$ cat src/rtl/jk_excitation_sequencer_pkg.sv
// Shared types for the JK excitation sequencer: FSM states, count modes
// and the binary-to-Gray helper.
package jkseq_pkg;

    typedef enum logic [2:0] {
        ST_IDLE,
        ST_LOAD,
        ST_RUN,
        ST_DONE,
        ST_ERR
    } state_t;

    typedef enum logic [1:0] {
        MODE_UP     = 2'b00,
        MODE_DOWN   = 2'b01,
        MODE_GRAY   = 2'b10,
        MODE_TOGGLE = 2'b11
    } mode_t;

    // Callers zero-extend narrower values and truncate the result.
    function automatic logic [31:0] gray_code(input logic [31:0] b);
        return b ^ (b >> 1);
    endfunction

endpackage

$ cat src/rtl/jk_excitation_sequencer_excite.sv
// Per-bit JK excitation: present/next state (or forced toggle) to J/K,
// with the don't-care terms resolved to 0.
module jk_excite (
    input  logic present_bit,
    input  logic next_bit,
    input  logic toggle,
    output logic j,
    output logic k
);

    always_comb begin
        j = toggle | (~present_bit & next_bit);
        k = toggle | (present_bit & ~next_bit);
    end

endmodule

$ cat src/rtl/jk_excitation_sequencer.sv
// Drives a JK flip-flop bank through a programmed count sequence and checks
// its Q feedback. Define JKSEQ_CHECK_EN to build the Q_fb compare/ERR path.
module jk_excitation_sequencer
    import jkseq_pkg::*;
#(
    parameter int unsigned WIDTH  = 4,
    parameter int unsigned STEP_W = 8
) (
    input  logic              Clk,
    input  logic              Reset,
    input  logic              Start,
    input  logic [1:0]        Mode,
    input  logic [WIDTH-1:0]  Load_Value,
    input  logic [STEP_W-1:0] Num_Steps,
    input  logic [WIDTH-1:0]  Q_fb,
    output logic [WIDTH-1:0]  J,
    output logic [WIDTH-1:0]  K,
    output logic [WIDTH-1:0]  Expected,
    output logic              Busy,
    output logic              Done,
    output logic              Mismatch
);

    state_t             state;
    mode_t              mode_r;
    logic [STEP_W-1:0]  steps_r;
    logic [STEP_W-1:0]  remaining;
    logic [WIDTH-1:0]   bin;
    logic [WIDTH-1:0]   load_img, start_img, base, tgt_a, tgt_b, bin_b;
    logic [WIDTH-1:0]   exc_from, exc_to, exc_j, exc_k;
    logic               toggle_all, check_fail, launch;

    function automatic logic [WIDTH-1:0] gray_w(input logic [WIDTH-1:0] b);
        return WIDTH'(gray_code(32'(b)));
    endfunction

    function automatic logic [WIDTH-1:0] target_of(input mode_t m,
                                                   input logic [WIDTH-1:0] b,
                                                   input logic [WIDTH-1:0] prev);
        case (m)
            MODE_UP:   return b + WIDTH'(1);
            MODE_DOWN: return b - WIDTH'(1);
            MODE_GRAY: return gray_w(b + WIDTH'(1));
            default:   return ~prev;
        endcase
    endfunction

    function automatic logic [WIDTH-1:0] step_of(input mode_t m, input logic [WIDTH-1:0] b);
        case (m)
            MODE_UP, MODE_GRAY: return b + WIDTH'(1);
            MODE_DOWN:          return b - WIDTH'(1);
            default:            return b;
        endcase
    endfunction

`ifdef JKSEQ_CHECK_EN
    assign check_fail = (Q_fb != Expected);
`else
    logic unused_q_fb;
    assign unused_q_fb = ^Q_fb;
    assign check_fail  = 1'b0;
`endif

    // tgt_a is the target Expected takes this edge, tgt_b the one after it;
    // J/K are always registered one transition ahead of Expected.
    always_comb begin
        load_img   = (mode_r == MODE_GRAY) ? gray_w(bin) : bin;
        start_img  = (mode_t'(Mode) == MODE_GRAY) ? gray_w(Load_Value) : Load_Value;
        base       = (state == ST_LOAD) ? load_img : Expected;
        tgt_a      = target_of(mode_r, bin, base);
        bin_b      = step_of(mode_r, bin);
        tgt_b      = target_of(mode_r, bin_b, tgt_a);
        exc_from   = (state == ST_LOAD) ? load_img : tgt_a;
        exc_to     = (state == ST_LOAD) ? tgt_a : tgt_b;
        toggle_all = (mode_r == MODE_TOGGLE);
        launch     = Start && ((state == ST_IDLE) || (state == ST_ERR) ||
                               ((state == ST_DONE) && !check_fail));
    end

    for (genvar i = 0; i < WIDTH; i++) begin : g_bit
        jk_excite u_excite (
            .present_bit (exc_from[i]),
            .next_bit    (exc_to[i]),
            .toggle      (toggle_all),
            .j           (exc_j[i]),
            .k           (exc_k[i])
        );
    end

    always_ff @(posedge Clk or negedge Reset) begin
        if (!Reset) begin
            state     <= ST_IDLE;
            mode_r    <= MODE_UP;
            steps_r   <= '0;
            remaining <= '0;
            bin       <= '0;
            J         <= '0;
            K         <= '0;
            Expected  <= '0;
            Busy      <= 1'b0;
            Done      <= 1'b0;
            Mismatch  <= 1'b0;
        end else begin
            Done <= 1'b0;
            if (launch) begin
                state    <= ST_LOAD;
                mode_r   <= mode_t'(Mode);
                steps_r  <= Num_Steps;
                bin      <= Load_Value;
                Mismatch <= 1'b0;
                Busy     <= 1'b1;
                J        <= start_img;
                K        <= ~start_img;
            end else begin
                case (state)
                    ST_LOAD: begin
                        Expected  <= load_img;
                        remaining <= steps_r;
                        if (steps_r == '0) begin
                            state <= ST_DONE;
                            J     <= '0;
                            K     <= '0;
                            Busy  <= 1'b0;
                            Done  <= 1'b1;
                        end else begin
                            state <= ST_RUN;
                            J     <= exc_j;
                            K     <= exc_k;
                        end
                    end
                    ST_RUN: begin
                        if (check_fail) begin
                            state    <= ST_ERR;
                            Mismatch <= 1'b1;
                            J        <= '0;
                            K        <= '0;
                            Busy     <= 1'b0;
                        end else begin
                            Expected  <= tgt_a;
                            bin       <= bin_b;
                            remaining <= remaining - STEP_W'(1);
                            if (remaining == STEP_W'(1)) begin
                                state <= ST_DONE;
                                J     <= '0;
                                K     <= '0;
                                Busy  <= 1'b0;
                                Done  <= 1'b1;
                            end else begin
                                J <= exc_j;
                                K <= exc_k;
                            end
                        end
                    end
                    ST_DONE: begin
                        if (check_fail) begin
                            state    <= ST_ERR;
                            Mismatch <= 1'b1;
                        end else begin
                            state <= ST_IDLE;
                        end
                    end
                    default: ;
                endcase
            end
        end
    end

endmodule

$ cat config.mk
export PLATFORM = sky130hd
export DESIGN_NAME = jk_excitation_sequencer
export DESIGN_NICKNAME = d
export VERILOG_FILES = /design/src/rtl/jk_excitation_sequencer_pkg.sv /design/src/rtl/jk_excitation_sequencer_excite.sv /design/src/rtl/jk_excitation_sequencer.sv
export SDC_FILE = /design/constraint.sdc
export NUM_CORES = 1
export LEC_CHECK = 0
export CORE_MARGIN = 10
export CORE_UTILIZATION = 50
export DETAILED_ROUTE_END_ITERATION = 10
export PLACE_DENSITY = 0.76
export SETUP_SLACK_MARGIN = 0.5
export SYNTH_ARGS = -nofsm -noshare
export SYNTH_HDL_FRONTEND = slang
export SYNTH_SLANG_ARGS = --single-unit
$ cat constraint.sdc
create_clock -name Clk -period 2.8 [get_ports Clk]
set_input_delay 0.28 -clock Clk [delete_from_list [all_inputs] [get_ports Clk]]
set_output_delay 0.28 -clock Clk [all_outputs]
set_load 0.1 [all_outputs]
==> flow_summary.yaml, run 1 <==
synthesis:
  synth-compound-area-share_pct: 21.7
  synth_mux_area_share_pct: 5.11
  synth_nets: 373
  synth-xor-area-share_pct: 6.18
  synth_commonest_cells: "nand2_1 (58), dfrtp_1 (38), nor2_1 (27)"
  synth_top_area_share_pct: 33.8
  ys_types: 61
  yosysTopAreaCell: "dfrtp_1"
  ys.flop_type: "dfrtp_1"
  ys_ff_latch: 38
  avgSynthCellArea_um2: 8.28
  synthSimpleGateAreaFrac_pct: 21.9
  synth_top_family_by_area: "simple AND/OR/NAND/NOR gates"
  async_flop_share_pct: 100
  syn_area_um2: 2820
  synth_seq_area_share_pct: 33.8
  synth_edf_count: 0
  yosys-top-cells-area: "dfrtp_1 (34%), nand2_1 (7.7%), ha_1 (5.3%)"
  synthAdderAreaFrac_pct: 5.33
  yosysMostFrequentCell: "nand2_1"
  ys_warn_count: 0
  syn_inst: 340
grt:
  overflow: 0
  grt_start_max_net_pins: 39
  grt_use_total_pct: 17.0
  grt_pass1_vias: 2633
  antenna_found_initial: 0
  grt_pass1_wl_um: 12500
route:
  drt-pass1-iter-count: 4
  wl_per_cell_um: 16.8
  vias: 2679
  drtIter0Drc: 264
  remaining_drc_errors: 0
  vias_per_cell: 5.84
  postRouteAntennaNets: 0
  routed_wl_um: 7730
clocking:
  cts.clk_slew.worst_paths_ns: 0.07
  cts_tree: "yes"
  clock_path_buffers: 2
  numCtsBuffers: 5
  htreeDepth: 2
  clock_latency_ns: 0.29
  cts_root_buffer: "clkbuf_8"
  clock-sinks: 38
setup_path:
  worst_setup_path_start_kind: "flop"
  r2r-start: "bin[0]"
  r2r_setup_slack_ns: 0.44
  critPathMaxStageDelay_ns: 0.40
  reg2reg_depth: 12
  cp-end-kind: "flop"
  worstPathCellList: "inv_2 -> ha_4 -> nor2_4 -> a21oi_2 -> a21oi_2 -> inv_1 -> ha_4 -> nor2_1 -> mux2i_1 -> o22ai_2 -> a31o_1 -> a221o_1"
  crit_arrival_ns: 2.53
  worstPathRequired_ns: 2.97
  crit_type: "flop to flop"
  crit_fanout: 4
  crit_slowest_cell: "dfrtp_1"
  worst_r2r_endpoint: "J[1]"
timing:
  rsz0062_at_grt: "true"
  fmax_mhz: 424
  whs_ns: 0.0906
  fin_tns_setup_ns: 0
  min_period_over_period_pct: 84.1
  worst_pin_slew_ns: 0.851
  finalSetupViolCount: 0
  finalHoldViolCount: 0
  final_max_slew_viol_count: 0
  slew_headroom_pct: 43.3
  period_minus_slack_ns: 2.36
  skew_ns: 0.00712
floorplanning:
  start_util_pct: 51.5
  coreArea_um2: 5470
  die_w_um: 95.1
  fp.dieH_um: 95.1
  std_cell_rows: 27
  io_pins: 36
  dieArea_um2: 9030
cells_and_area:
  final_nets: 420
  area_growth_pct: 26.5
  multi_input_area_um2: 1850
  diodes: 0
  seq_area_um2: 955
  n_fill_cell: 469
  drive_above_1_share_pct: 22.5
placed_design:
  hpwl_um: 5530
  portBuffers: 30
  gp_congestion: 0.919
job:
  maxCapViolations: 0
status:
  status: "finished, final reports clean"
worst_hold_path:
  hp-class: "input pin to async pin"
kinds of logic (layout without fill, tap and decap cells):
kind of cell	after synthesis	in the layout
DFF	38	38
other	1	1
and+or+nand+nor	129	129
muxes	14	14
buffers and inverters	41	88
AOI/OAI and AO/OA	86	86
xor gates and xnor gates	19	19
adders and majority gates	12	12
critical path, delay by kind of cell, from the launching register on:
| kind | cells | cell delay (ns) |
|---|---|---|
| multiplexers | 1 | 0.18 |
| AO/OA/AOI/OAI | 5 | 0.86 |
| adder cells (fa/ha/maj) | 2 | 0.51 |
| buffers and inverters | 2 | 0.17 |
| AND/OR/NAND/NOR | 2 | 0.12 |
| flip-flops | 1 | 0.40 |
metrics by stage:
stage / utilization (%) / area, um^2 / instances / worst slack (ns)
detailed placement: 58.9 / 3230 / 436 / 0.314
floorplan: - / 2860 / 340 / 0.370
global placement: 58.9 / 3230 / 436 / 0.393
global route: 65.1 / 3560 / 459 / 0.341
CTS: 62.0 / 3390 / 449 / 0.391
finish: 65.1 / 3560 / 459 / 0.444
layer usage:
layer | global-route usage (%) | share of wire [%]
met4 | 5.24 | 2.2
met5 | 0 | 0
met1 | 20.6 | 42
met2 | 29.7 | 51
met3 | 3.30 | 4.7
state kept, by name (all words and copies together) (netlist names):
register	flops
Expected	4
K	4
mode_r	2
Done	1
remaining	8
J	4
state	2
bin	4
steps_r	8
Busy	1
area by class of cell:
| type | instances | share of cell area (%) |
|---|---|---|
| clock buffers | 6 | 2.04 |
| clock inverters | 1 | 0.211 |
| inverters | 20 | 2.11 |
| multi-input cells | 261 | 51.9 |
| flip-flops and latches | 38 | 26.8 |
| well taps | 72 | 2.53 |
| repair buffers | 61 | 14.4 |
repair_timing:
| item | 4_1_cts | 5_1_grt |
|---|---|---|
| pin swaps | 7 | 14 |
| setup buffers | 6 | 10 |
| hold buffers | 0 | 0 |
| endpoints found under the setup margin | 6 | 7 |
| gates cloned | 0 | 0 |
| resized for setup | 7 | 18 |
worst max path at each step:
stage,from,to,slack (ns)
5_1_grt,bin[0],J[1],0.34
2_1_floorplan,bin[1],J[1],0.37
6_report,bin[0],J[1],0.44
4_1_cts,bin[0],J[1],0.39
3_5_place_dp,bin[0],J[3],0.31
3_3_place_gp,bin[0],J[1],0.39
cell usage in the layout, fill, tap and decap left out, types with 5 or more instances in the layout:
cell type	netlist	final
a21oi_1	16	14
a22oi_1	6	6
buf_4	1	42
clkbuf_8	0	5
clkdlybuf4s50_1	0	15
dfrtp_1	38	35
ha_1	12	6
inv_1	20	18
mux2i_1	11	10
nand2_1	58	58
nand3_1	5	5
nor2_1	27	25
nor2b_1	5	5
nor3_1	6	6
nor4_1	7	7
o21ai_0	20	19
xnor2_1	11	8
xor2_1	7	6
Power of run 1 is not shown: default switching activity piles up to over one toggle a cycle in this logic, so the estimate is an artifact.
==> run 2, diff against run 1 <==
==> constraint.sdc (replaced) <==
create_clock -name Clk -period 2.1 [get_ports Clk]
set_input_delay 0.21 -clock Clk [delete_from_list [all_inputs] [get_ports Clk]]
set_output_delay 0.21 -clock Clk [all_outputs]
set_load 0.1 [all_outputs]
==> flow_summary.yaml, run 2 (synthesis results as in run 1) <==
clocking:
  numCtsBuffers: 5
  cts_tree: "yes"
  clock_latency_ns: 0.32
  clock_path_buffers: 2
  cts_root_buffer: "clkbuf_8"
  cts.clk_slew.worst_paths_ns: 0.09
  htreeDepth: 2
  clock-sinks: 38
timing:
  whs_ns: -0.0369
  skew_ns: 0.00922
  period_minus_slack_ns: 2.54
  final_max_slew_viol_count: 0
  slew_headroom_pct: 46.3
  setup_slack_ns: -0.444
  fmax_mhz: 393
  finalHoldViolCount: 30
  finalSetupViolCount: 8
  min_period_over_period_pct: 121
  worst_pin_slew_ns: 0.805
  rsz0062_at_grt: "true"
  fin_tns_setup_ns: -2.24
floorplanning:
  fp.dieH_um: 95.1
  die_w_um: 95.1
  std_cell_rows: 27
  coreArea_um2: 5470
  io_pins: 36
  dieArea_um2: 9030
  start_util_pct: 51.5
grt:
  overflow: 0
  grt_start_max_net_pins: 33
  antenna_found_initial: 0
  grt_pass1_vias: 3278
  grt_pass1_wl_um: 15600
  grt_use_total_pct: 21.6
setup_path:
  worst_setup_path_start_kind: "flop"
  crit_type: "flop to flop"
  worst_r2r_endpoint: "J[1]"
  r2r_setup_slack_ns: -0.44
  crit_end: "J[1]"
  cp-end-kind: "flop"
  r2r-start: "bin[0]"
  crit_arrival_ns: 2.75
  crit_start: "bin[0]"
  worstPathRequired_ns: 2.30
  crit_fanout: 4
  reg2reg_depth: 12
placed_design:
  gp_congestion: 0.961
  place_area_um2: 3540
  hpwl_um: 5980
  portBuffers: 30
route:
  postRouteAntennaNets: 0
  drt-pass1-iter-count: 5
  vias_per_cell: 6.44
  routed_wl_um: 12200
  vias: 3372
  remaining_drc_errors: 0
  wl_per_cell_um: 23.3
  drtIter0Drc: 310
cells_and_area:
  top_regs: "remaining: 8 flops, steps_r: 8 flops"
  area_growth_pct: 70.0
  fin_area_um2: 4790
  layout_common_cells: "buf_4 (74), nand2_1 (40), dfrtp_1 (34)"
  final_common_cell: "buf_4"
  diodes: 0
  drive_above_1_share_pct: 50.2
  final_nets: 484
status:
  status: "finished with violations"
  violations: "hold timing, setup timing"
job:
  maxCapViolations: 0
worst_hold_path:
  hp-class: "input pin to async pin"
## run 2: per-layer routing
metal | up-vias | share of wire (%) | track usage [%] | wire length, um
li1 | 1422 | - | - | -
met1 | 1606 | 34 | 23.8 | 4180
met2 | 249 | 50 | 37.5 | 6080
met3 | 95 | 8.2 | 5.03 | 997
met4 | 0 | 7.7 | 12.7 | 934
met5 | - | 0 | 0 | 0
## run 2: worst min-delay path by stage
stage                     startpoint     end
after global placement         Reset  bin[2]
after floorplan                Reset    Busy
after CTS                      Reset  bin[2]
after global routing           Reset  bin[2]
final                          Reset  bin[2]
after detailed placement       Reset  bin[2]
## run 2: layout make-up
cell class	instances	area [um^2]
Sequential cell	38	956
Multi-Input combinational cell	261	2310
Timing Repair Buffer	125	1210
Inverter	20	82.6
Clock inverter	3	68.8
Clock buffer	5	68.8
Fill cell	261	686
Tap cell	72	90.1
## run 2: timing repair
action	in CTS	in global routing
gates cloned	1	1
endpoints found under the hold margin	0	0
gates resized for setup	90	80
endpoints found under the setup margin	21	28
setup buffers	27	12
hold buffers	0	0
pin swaps	30	39
## run 2: through the flow
stage	setup slack (ns)	cells	utilization [%]
floorplan	-0.322	340	-
global placement	-0.163	475	64.8
detailed placement	-0.238	475	64.8
CTS	-0.274	511	78.6
global route	-0.523	524	87.5
finish	-0.444	524	87.5
## run 2: worst max-delay path, cell delays in order, from the launching register on
cell and delay [ns]:
dfrtp_1 0.42, inv_2 0.10, ha_4 0.22, nor2_4 0.08, a21oi_2 0.05, a21oi_2 0.21
inv_1 0.11, ha_4 0.29, nor2_1 0.05, mux2i_1 0.21, o22ai_2 0.14, a31o_1 0.25
a221o_1 0.29
Power of run 2 is left out for the same reason.
==> run 3, diff against run 2 <==
--- a/config.mk
+++ b/config.mk
@@ -5,6 +5,7 @@
 export SDC_FILE = /design/constraint.sdc
 export NUM_CORES = 1
 export LEC_CHECK = 0
+export ABC_CLOCK_PERIOD_IN_PS = 2100
 export CORE_MARGIN = 10
 export CORE_UTILIZATION = 50
 export DETAILED_ROUTE_END_ITERATION = 10
==> results of run 3 <==
Final layout, timing and power as in run 2 (identical DEF).
Power of run 3 is left out for the same reason.
==> patch 1, RTL diff (flow settings as in run 1) <==
Change the parameter `STEP_W` from 8 to 12.
--- a/src/rtl/jk_excitation_sequencer.sv
+++ b/src/rtl/jk_excitation_sequencer.sv
@@ -5,5 +5,5 @@
 #(
     parameter int unsigned WIDTH  = 4,
-    parameter int unsigned STEP_W = 8
+    parameter int unsigned STEP_W = 12
 ) (
     input  logic              Clk,
Ports: changed (resized Num_Steps); port bits go from 36 to 40. The function was not compared with the original's and may differ.
==> patch 1 against run 1 <==
Hold slack improved by 0.065 ns; first-iteration DRC count fell by 35%; setup slack got worse by 0.084 ns; sequential cell count rose by 8; via count rose by 11%; count of clock-buffer cells in the layout rose by 1; final area rose by 8.7%; synthesized area rose by 14%; routed wire length rose by 13%; non-clock buffer count fell by 2; core utilization fell by 3.4 points.
Power is left out: the tool's default activity adds up to more than one toggle a clock period on the data nets, which glitch-free logic cannot reach.
==> patch 1: results (changes against run 1) <==
multi-input gate share of total cell area 0.510 (-0.00912); Clock Latency Late Sink 0.31 ns (+0.02 ns); sequential share of cell area 0.297 (+0.0293); Syn Nets 423 (+13%); DPL Wire Length 6.17 mm (+12%); max_slew headroom 0.291 (-0.141); top post-synthesis cells by area dfrtp_1 (36%), nand2_1 (8.4%), ha_1 (4.7%), a21oi_1 (4.5%), o21ai_0 (4.1%); Seq/Total Area, Yosys 0.359 (+0.0213); Vias per Instance 5.88 (+0.70%); status finished clean; Hold Slack 0.156 ns (+0.0651 ns); mux cell area share after synthesis 0.0394 (-0.0117); count of multi-input gates 301 (+15%); Syn Area/Cell 8.31 µm² (+0.29%); port bufs 34 (+13%); Synth Area in Compound Gates 0.218 (+0.00126); Post-DP Area 3630 µm² (+13%); post-synthesis register bit count 46 (+21%); Met1 Wirelength 3.99 mm (+23%); synthesized-area fraction occupied by adder cells 0.0468 (-0.00649); clock buffers 7 (+1); DP Cell Count 492 (+13%); global placement routability congestion 0.942 (+2.5%); non-clk buf share 0.127 (-0.0170); vias in the first global route 2,865 (+8.8%); met3 Use GR 0.0330 (about the same); R2R Setup Slk 0.36 ns (-0.08 ns); Non-clk bufs 59 (-3.3%); Clock Skews 0.00737 ns (+0.000246 ns); maximum clock frequency 410 MHz (-3.4%); Max FO, Critical Path 3 (-1); # nets final 466 (+11%); metal2 WL 3.98 mm (+1.1%); Clock Pin Slew Worst Setup and Hold Paths 0.09 ns (+0.02 ns); final std cells w/o fill 507 (+10%); inverters 16 (-20%); area of the multi-input gates 1970 µm² (+6.8%); largest net degree at the start of global routing 47 (+21%); WL met3 642 µm (+76%); Post-synth top cells nand2_1 (72), dfrtp_1 (46), a21oi_1 (29); Setup crit start bin[1]$_DFFE_PN0P_; M2 GR Usage 0.265 (-0.0327); Std-Cell Rows 29 (+7.4%); biggest registers after layout remaining x12, steps_r x12; post-synthesis xor/xnor area fraction 0.0616 (-0.000104); synth unique cells 62 (+1.6%)
-- patch 1: changes by cell type after synthesis, sizes merged, moves of 4 or more --
| cell | run 1 | this run |
|---|---|---|
| a21oi | 16 | 29 |
| dfrtp | 38 | 46 |
| inv | 20 | 14 |
| buf | 8 | 14 |
| nand2 | 58 | 73 |
| a211oi | 2 | 6 |
| clkbuf | 13 | 9 |
| o21ai | 22 | 26 |
-- patch 1: worst max-delay path, stage by stage (launching register included) --
cell	delay, ns
dfrtp_1	0.40
inv_2	0.09
ha_4	0.22
nor2_4	0.08
a21oi_2	0.04
a21oi_2	0.20
ha_2	0.22
xnor3_1	0.27
nor4_2	0.22
a311o_1	0.21
nand2_1	0.07
o22a_1	0.18
a211oi_2	0.17
-- patch 1: repair_timing --
item	in CTS	in global routing
pin swaps	9	4
resized for setup	11	10
setup buffers	6	1
setup endpoints to repair	9	9
==> patch 2, RTL diff (config.mk and constraints of run 1) <==
Made on the original files. Reset style: synchronous (`Reset`), changed in one clocked block.
--- a/src/rtl/jk_excitation_sequencer.sv
+++ b/src/rtl/jk_excitation_sequencer.sv
@@ -88,5 +88,5 @@
     end
 
-    always_ff @(posedge Clk or negedge Reset) begin
+    always_ff @(posedge Clk) begin
         if (!Reset) begin
             state     <= ST_IDLE;
Check against the original RTL: differs if Reset is asserted again (counterexample within 4 cycles, from zero or initial values and one cycle with Reset low); with Reset held inactive, the same outputs for 10 cycles.
==> patch 2 against run 1 <==
Synthesized area up 1.4%; final area down 1.1%; setup slack worse by 0.14 ns; non-clock buffer count unchanged; first-iteration DRC count up 29%; routed wire length up 10%; sequential share of layout area down 5.1 points; sequential cell count unchanged; global-route usage up 1.6 points; largest cell class unchanged.
==> patch 2: results (changes against run 1) <==
R2R Setup Slk 0.30 ns (-0.14 ns); Post-synth top flop dfxtp_1; Critical Path AT 2.69 ns (+0.16 ns); postcts setup bufs 7 (+1); largest net degree at the start of global routing 29 (-26%); status finished clean; TritonCTS Buffers 5 (unchanged); gr usage total 0.186 (+0.0159); final setup violation count 0 (unchanged); slowest cell on the critical path or3_1; top post-synthesis cells by area dfxtp_1 (27%), a21oi_1 (6.5%), nand2_1 (6.4%), ha_1 (5.7%), nor2_1 (5.4%); global placement routability congestion 0.910 (-0.97%); 1st-iter DRT viols 340 (+29%); DPL Wire Length 5.84 mm (+5.7%); Clock Latency Late Sink 0.28 ns; Filler cells 516 (+10%); Max FO, Critical Path 4 (unchanged); final WL 8.50 mm (+10%); # nets final 448 (+6.7%); Post-synth top cells nand2_1 (49), nor2_1 (41), dfxtp_1 (38); global-route wire length before repair 13.8 mm (+11%); synth unique cells 71 (+16%); end point of the critical path J[2]$_SDFFE_PN0P_; slowest stage delay, CP 0.36 ns (-0.04 ns); Seq/Total Area, Yosys 0.266 (-0.0713); Setup crit start bin[0]$_SDFFE_PN0P_; vias in the first global route 2,831 (+7.5%); layout cell share with drive strength beyond 1 0.227 (+0.00170); drt pass-1 iters 7 (+3); number of gates resized after CTS 9 (+2); Clock Skews 0.00291 ns (-0.00421 ns); Worst Tran Pin Value 0.569 ns (-0.282 ns); Syn Nets 406 (+8.8%); hold crit path type reg -> reg; Post-synth ARST share 0 (-1.00); DR vias 2,954 (+10%)
-- patch 2: cell count changes after synthesis, sizes merged, moves of 8 or more --
cell / change
a21oi: +21
dfrtp: -38
dfxtp: +38
nand2: -8
nor2: +14
o21ai: -9
-- patch 2: cells by family (layout without fill, tap and decap cells) --
kind of cell,count (synthesis),in the layout,share of synthesized area
buffers and inverters,41,84,0.0749
and+or+nand+nor,139,139,0.227
other,1,1,0.00131
xor gates and xnor gates,16,16,0.0635
muxes,11,11,0.0403
DFF,38,38,0.266
AOI/OAI and AO/OA,113,113,0.270
adders and majority gates,13,13,0.0569
-- patch 2: through the flow --
stage | power [W] | worst slack (ns) | util | std cells | area (µm²)
2_1_floorplan | 0.00348 | 0.153 | - | 372 | 2880
3_3_place_gp | 0.00410 | 0.223 | 0.580 | 466 | 3210
3_5_place_dp | 0.00416 | 0.180 | 0.580 | 466 | 3210
4_1_cts | 0.00487 | 0.329 | 0.618 | 481 | 3430
5_1_grt | 0.00551 | 0.217 | 0.636 | 487 | 3520
6_report | 0.00517 | 0.300 | 0.636 | 487 | 3520
-- patch 2: final cells by class --
class / count / area share
Sequential cell: 38 / 0.217
Clock buffer: 5 / 0.0195
Multi-Input combinational cell: 293 / 0.564
Tap cell: 72 / 0.0256
Inverter: 15 / 0.0181
Clock inverter: 3 / 0.0128
Timing Repair Buffer: 61 / 0.143
-- patch 2: worst max-delay path: cells and delay by family, from the launching register on --
kind	cells	cell delay [ns]
AO/OA/AOI/OAI	5	1.01
adder cells (fa/ha/maj)	2	0.44
buffers and inverters	3	0.18
flip-flops	1	0.35
multiplexers	1	0.06
AND/OR/NAND/NOR	1	0.36
-- patch 2: report_power, final --
group | internal, W | leakage, nW | switching, W | total (W)
Sequential | 0.000720 | 0.313 | 0.000174 | 0.000894
Clock | 0.000265 | 0.0504 | 0.000207 | 0.000472
Combinational | 0.00156 | 1.05 | 0.00225 | 0.00380
Total | 0.00254 | 1.41 | 0.00263 | 0.00517
-- patch 2: metal layers --
metal  global-route usage  routed length, µm
met4               0.0627                149
met3               0.0440                575
met5                    0                  0
met2                0.299               3980
met1                0.238               3790
-- patch 2: how the worst min path moves through the flow --
stage	from	slack, ns	cells past startpoint	end
after floorplan	Num_Steps[0]	0.42	2	steps_r[0]$_SDFFE_PN0P_
after global placement	steps_r[0]$_SDFFE_PN0P_	0.47	2	steps_r[0]$_SDFFE_PN0P_
after detailed placement	steps_r[0]$_SDFFE_PN0P_	0.47	2	steps_r[0]$_SDFFE_PN0P_
after CTS	steps_r[0]$_SDFFE_PN0P_	0.48	2	steps_r[0]$_SDFFE_PN0P_
after global routing	steps_r[1]$_SDFFE_PN0P_	0.52	2	steps_r[1]$_SDFFE_PN0P_
final	steps_r[0]$_SDFFE_PN0P_	0.48	2	steps_r[0]$_SDFFE_PN0P_
